[src/rtl/wt_dec.sv]
// Decimate-by-2 requantiser: keeps even samples, rounds half-up, optionally saturates, buffers in a show-ahead FIFO.
// Optional saturation is enabled by defining WT_DEC_SAT_EN; otherwise the result wraps.
module wt_dec #(
  parameter int pWIDTH = 12,
  parameter int pSHIFT = 12,
  parameter int pDEPTH = 4
) (
  input  logic                  iclk,
  input  logic                  irst_n,
  input  logic                  iclk_ena,
  input  logic                  iena,
  input  logic                  isync,
  input  logic [2*pWIDTH-1:0]   idat,
  input  logic                  ordy,
  output logic                  oena,
  output logic [pWIDTH-1:0]     odat,
  output logic                  osat,
  output logic                  oovf
);

  localparam int AW = $clog2(pDEPTH);
  localparam int SW = 2*pWIDTH + 1;
  localparam logic signed [SW-1:0] RND = SW'(1) << (pSHIFT - 1);

  logic                  phase;
  logic                  take;
  logic                  keep;
  logic signed [SW-1:0]  sum;
  logic signed [SW-1:0]  r;
  logic [pWIDTH-1:0]     q;
  logic                  s1_vld;
  logic [pWIDTH-1:0]     s1_dat;

  logic [pWIDTH-1:0]     mem [pDEPTH];
  logic [AW:0]           wp;
  logic [AW:0]           rp;
  logic                  empty;
  logic                  full;
  logic                  pop;
  logic                  wr_ok;

  assign take = iclk_ena & iena;
  assign keep = take & (~phase | isync);

  // Sign-extend one bit so the rounding add can never overflow.
  assign sum = $signed({idat[2*pWIDTH-1], idat}) + RND;
  assign r   = sum >>> pSHIFT;

`ifdef WT_DEC_SAT_EN
  localparam logic signed [SW-1:0] SMAX = {{(pWIDTH+2){1'b0}}, {(pWIDTH-1){1'b1}}};
  localparam logic signed [SW-1:0] SMIN = {{(pWIDTH+2){1'b1}}, {(pWIDTH-1){1'b0}}};

  logic q_sat;
  logic s1_sat;
  logic unused_bits;

  assign unused_bits = ^sum[pSHIFT-1:0];

  always_comb begin
    q     = r[pWIDTH-1:0];
    q_sat = 1'b0;
    if (r > SMAX) begin
      q     = {1'b0, {(pWIDTH-1){1'b1}}};
      q_sat = 1'b1;
    end else if (r < SMIN) begin
      q     = {1'b1, {(pWIDTH-1){1'b0}}};
      q_sat = 1'b1;
    end
  end

  always_ff @(posedge iclk or negedge irst_n) begin
    if (!irst_n) begin
      s1_sat <= 1'b0;
      osat   <= 1'b0;
    end else begin
      if (keep) s1_sat <= q_sat;
      // Flag follows the write attempt, whether or not the FIFO accepts it.
      osat <= s1_vld & s1_sat;
    end
  end
`else
  logic unused_bits;

  assign unused_bits = ^{sum[pSHIFT-1:0], r[SW-1:pWIDTH]};
  assign q           = r[pWIDTH-1:0];
  assign osat        = 1'b0;
`endif

  always_ff @(posedge iclk or negedge irst_n) begin
    if (!irst_n) begin
      phase  <= 1'b0;
      s1_vld <= 1'b0;
      s1_dat <= '0;
    end else begin
      s1_vld <= keep;
      if (take) phase <= isync | ~phase;
      if (keep) s1_dat <= q;
    end
  end

  assign empty = (wp == rp);
  assign full  = (wp[AW] != rp[AW]) && (wp[AW-1:0] == rp[AW-1:0]);
  assign oena  = ~empty;
  assign pop   = oena & ordy;
  // When full, the slot at wp is the head being popped this cycle, so overwriting it is safe.
  assign wr_ok = s1_vld & (~full | pop);
  assign odat  = mem[rp[AW-1:0]];

  always_ff @(posedge iclk or negedge irst_n) begin
    if (!irst_n) begin
      wp   <= '0;
      rp   <= '0;
      oovf <= 1'b0;
      for (int unsigned i = 0; i < pDEPTH; i++) mem[i] <= '0;
    end else begin
      if (wr_ok) begin
        mem[wp[AW-1:0]] <= s1_dat;
        wp              <= wp + 1'b1;
      end
      if (pop) rp <= rp + 1'b1;
      if (s1_vld & full & ~pop) oovf <= 1'b1;
    end
  end

endmodule

[config.mk]
export PLATFORM = sky130hd
export DESIGN_NAME = wt_dec
export DESIGN_NICKNAME = d
export VERILOG_FILES = /design/src/rtl/wt_dec.sv
export SDC_FILE = /design/constraint.sdc
export NUM_CORES = 1
export LEC_CHECK = 0
export BUFFER_PORTS_ARGS = -buffer_cell sky130_fd_sc_hd__buf_2
export CORE_ASPECT_RATIO = 1.1
export CORE_MARGIN = 5
export CORE_UTILIZATION = 50
export DETAILED_ROUTE_END_ITERATION = 12
export MAX_ROUTING_LAYER = met4
export PLACE_DENSITY = 0.71
export SYNTH_ARGS = -nofsm -noshare
export SYNTH_HDL_FRONTEND = slang
export SYNTH_SLANG_ARGS = --single-unit
[constraint.sdc]
create_clock -name iclk -period 2.3 [get_ports iclk]
set_input_delay 0.345 -clock iclk [delete_from_list [all_inputs] [get_ports iclk]]
set_output_delay 0.345 -clock iclk [all_outputs]
set_load 0.01 [all_outputs]
==> run summary <==
hold_buf cts -> 0
H-tree levels -> 3
Setup CP Type -> reg -> out
Final GP Congestion -> 0.780
clock sink count -> 69
WP depth -> 3
# rows -> 30
Area contributors post-synth -> dfrtp_1 54%, mux2_2 18%, mux4_2 8.5%
root buffer cell -> clkbuf_8
final hold slack -> 17.5 ps
number of port buffers -> 32
static leakage power -> 1.58 nW
max-capacitance violation count -> 0
syn_area_per_cell -> 14.0 um2
die width -> 86.1 um
post-synthesis sequential area ratio -> 54.2%
met3 WL -> 184 um
first-pass detailed-route iteration total -> 4
number of library cell types mapped by synthesis -> 25
CP Launch Type -> flop
status -> finished, final reports clean
endpoints failing setup -> 0
I/O Pins -> 45
dominant synthesized flop cell -> dfrtp_1
P per Cell Area -> 1330 mW/mm2
average wire per cell in the routed design -> 15.9 um
Max Clk Rate -> 0.506 GHz
final net count -> 306
vias per inst -> 5.33
Worst path max stage delay -> 530 ps
layout cell share with drive strength beyond 1 -> 43.8%
cell area after synthesis -> 0.00319 mm2
maximum VDD drop -> 559 uV
initial antenna violation count -> 0
period utilisation layout -> 85.9%
Ys Warns -> 0
post_cts resized -> 0
Worst Hold Class -> in -> async
worst reg-to-reg path cell count -> 5
core area -> 0.00619 mm2
post-route ant nets -> 0
Critical Path End Type -> output port
Top Metal Used -> met4
commonest non-fill, non-tap cells in the layout -> 69 x dfrtp_1, 50 x mux2_2, 32 x buf_2
placed inst area -> 0.00347 mm2
vias in the first global route -> 2055
Layout area overhead -> 15.1%
gr ovfl total -> 0
GRT Overall Usage -> 17.1%
Die Ht -> 93.7 um
worst-path cell chain -> buf_4, mux4_2, buf_2
Crit path max-delay family -> multiplexers
Crit Path Max Fanout -> 8
RR Startpoint -> wp[2]$_DFFE_PN0P_
Req. time, crit path -> 1960 ps
first-pass GRT wire length -> 10.1 mm
largest net degree at the start of global routing -> 70
Met2 Routed Length -> 2.79 mm
number of synthesized register bits -> 69
worst path bufs/invs -> 2
DRC viols -> 0
Worst Setup SP -> rp[0]$_DFFE_PN0P_
ant diodes -> 0
Util after Layout -> 59.2%
setup_tns -> 0 ps
via count -> 1886
Mapped Cells -> 228
clk buf depth -> 2
Post-Synthesis Net Count -> 264
post-layout power -> 4.88 mW
fillers -> 521
Initial Util -> 51.5%
Num CTS Buffers -> 9
TritonCTS clock tree -> yes
die area -> 0.00807 mm2
drt total wl -> 5.62 mm
CP arrival -> 1630 ps
most common cell after layout, fill and taps aside -> dfrtp_1
DPL Wire Length -> 3.84 mm
wl on met1 -> 2.54 mm
clock transition at the registers of the reported paths -> 70 ps
number of synthesized flops with an enable pin -> 0
Yosys top cell area share -> 54.2%
fin area -> 0.00367 mm2
Setup Skew -> 8.50 ps
DRT iter0 DRCs -> 86
clk_lat worst skew -> 340 ps
Synth area leader -> dfrtp_1
unrepaired setup endpoints after global routing -> false
Final Critical Period -> 1980 ps
final max-slew violation count -> 0
post-synthesis async set-or-reset flop share -> 100%
postcts setup bufs -> 0
critical path's slowest cell -> mux4_2
Hold Vio Cnt, Final -> 0
-- logic make-up (layout without fill, tap and decap cells) --
| kind of cell | after synthesis | in the layout | share of synthesized area [%] |
|---|---|---|---|
| other | 1 | 1 | 0.118 |
| buffers and inverters | 15 | 61 | 2.51 |
| and+or+nand+nor | 39 | 39 | 5.77 |
| xor gates and xnor gates | 18 | 18 | 4.95 |
| muxes | 62 | 62 | 26.1 |
| DFF | 69 | 69 | 54.2 |
| AOI/OAI and AO/OA | 18 | 18 | 3.97 |
| adders and majority gates | 6 | 6 | 2.36 |
-- final timing paths --
kind	end	slack (ps)
worst max-delay path	odat[6]	320
worst min-delay path	mem[39]$_DFFE_PN0P_	20
worst max register to register	mem[8]$_DFFE_PN0P_	480
worst min register to register	oovf$_DFFE_PN0P_	480
max in group asynchronous	mem[18]$_DFFE_PN0P_	2000
min in group iclk	s1_dat[11]$_DFFE_PN0P_	330
-- per-layer routing --
layer | GRT usage, % | vias up
li1 | - | 898
met3 | 3.42 | 9
met2 | 26.9 | 31
met1 | 21.4 | 948
met4 | 7.52 | 0
met5 | - | -
-- state kept, by name, summed over array words and instances (netlist names) --
name	count
mem	48
s1_dat	12
rp	3
wp	3
oovf	1
phase	1
s1_vld	1
-- synth_stat cells (2+ instances only) --
library cell,number
dfrtp_1,69
xnor2_1,11
xor2_1,7
clkbuf_1,3
inv_1,5
a21o_1,2
and4_1,2
ha_1,6
nor3_1,2
buf_4,6
and2_1,2
nor2_1,12
a21oi_1,12
nand4_1,4
mux2_2,50
nand2_1,12
mux4_2,12
nand3_1,4
-- area by class of cell --
| cell class | instances | area, um2 | area share, % |
|---|---|---|---|
| clock buffers | 11 | 151 | 4.13 |
| flip-flops and latches | 69 | 1730 | 47.1 |
| repair buffers | 41 | 240 | 6.55 |
| well taps | 80 | 100 | 2.73 |
| multi-input cells | 144 | 1380 | 37.7 |
| inverters | 5 | 18.8 | 0.512 |
| clock inverters | 4 | 47.5 | 1.30 |
-- through the flow --
stage	std cells	worst slack, ps
after floorplan	228	554
after global placement	339	509
after detailed placement	339	472
after CTS	354	291
after global routing	354	256
final	354	324
-- power by group --
group          switching (mW)  leakage [nW]  internal, mW
clock network           0.431         0.101         0.550
registers               0.312         0.803          1.75
logic                   0.770         0.675          1.06
total                    1.51          1.58          3.36
(Power assumes the default switching activity.)
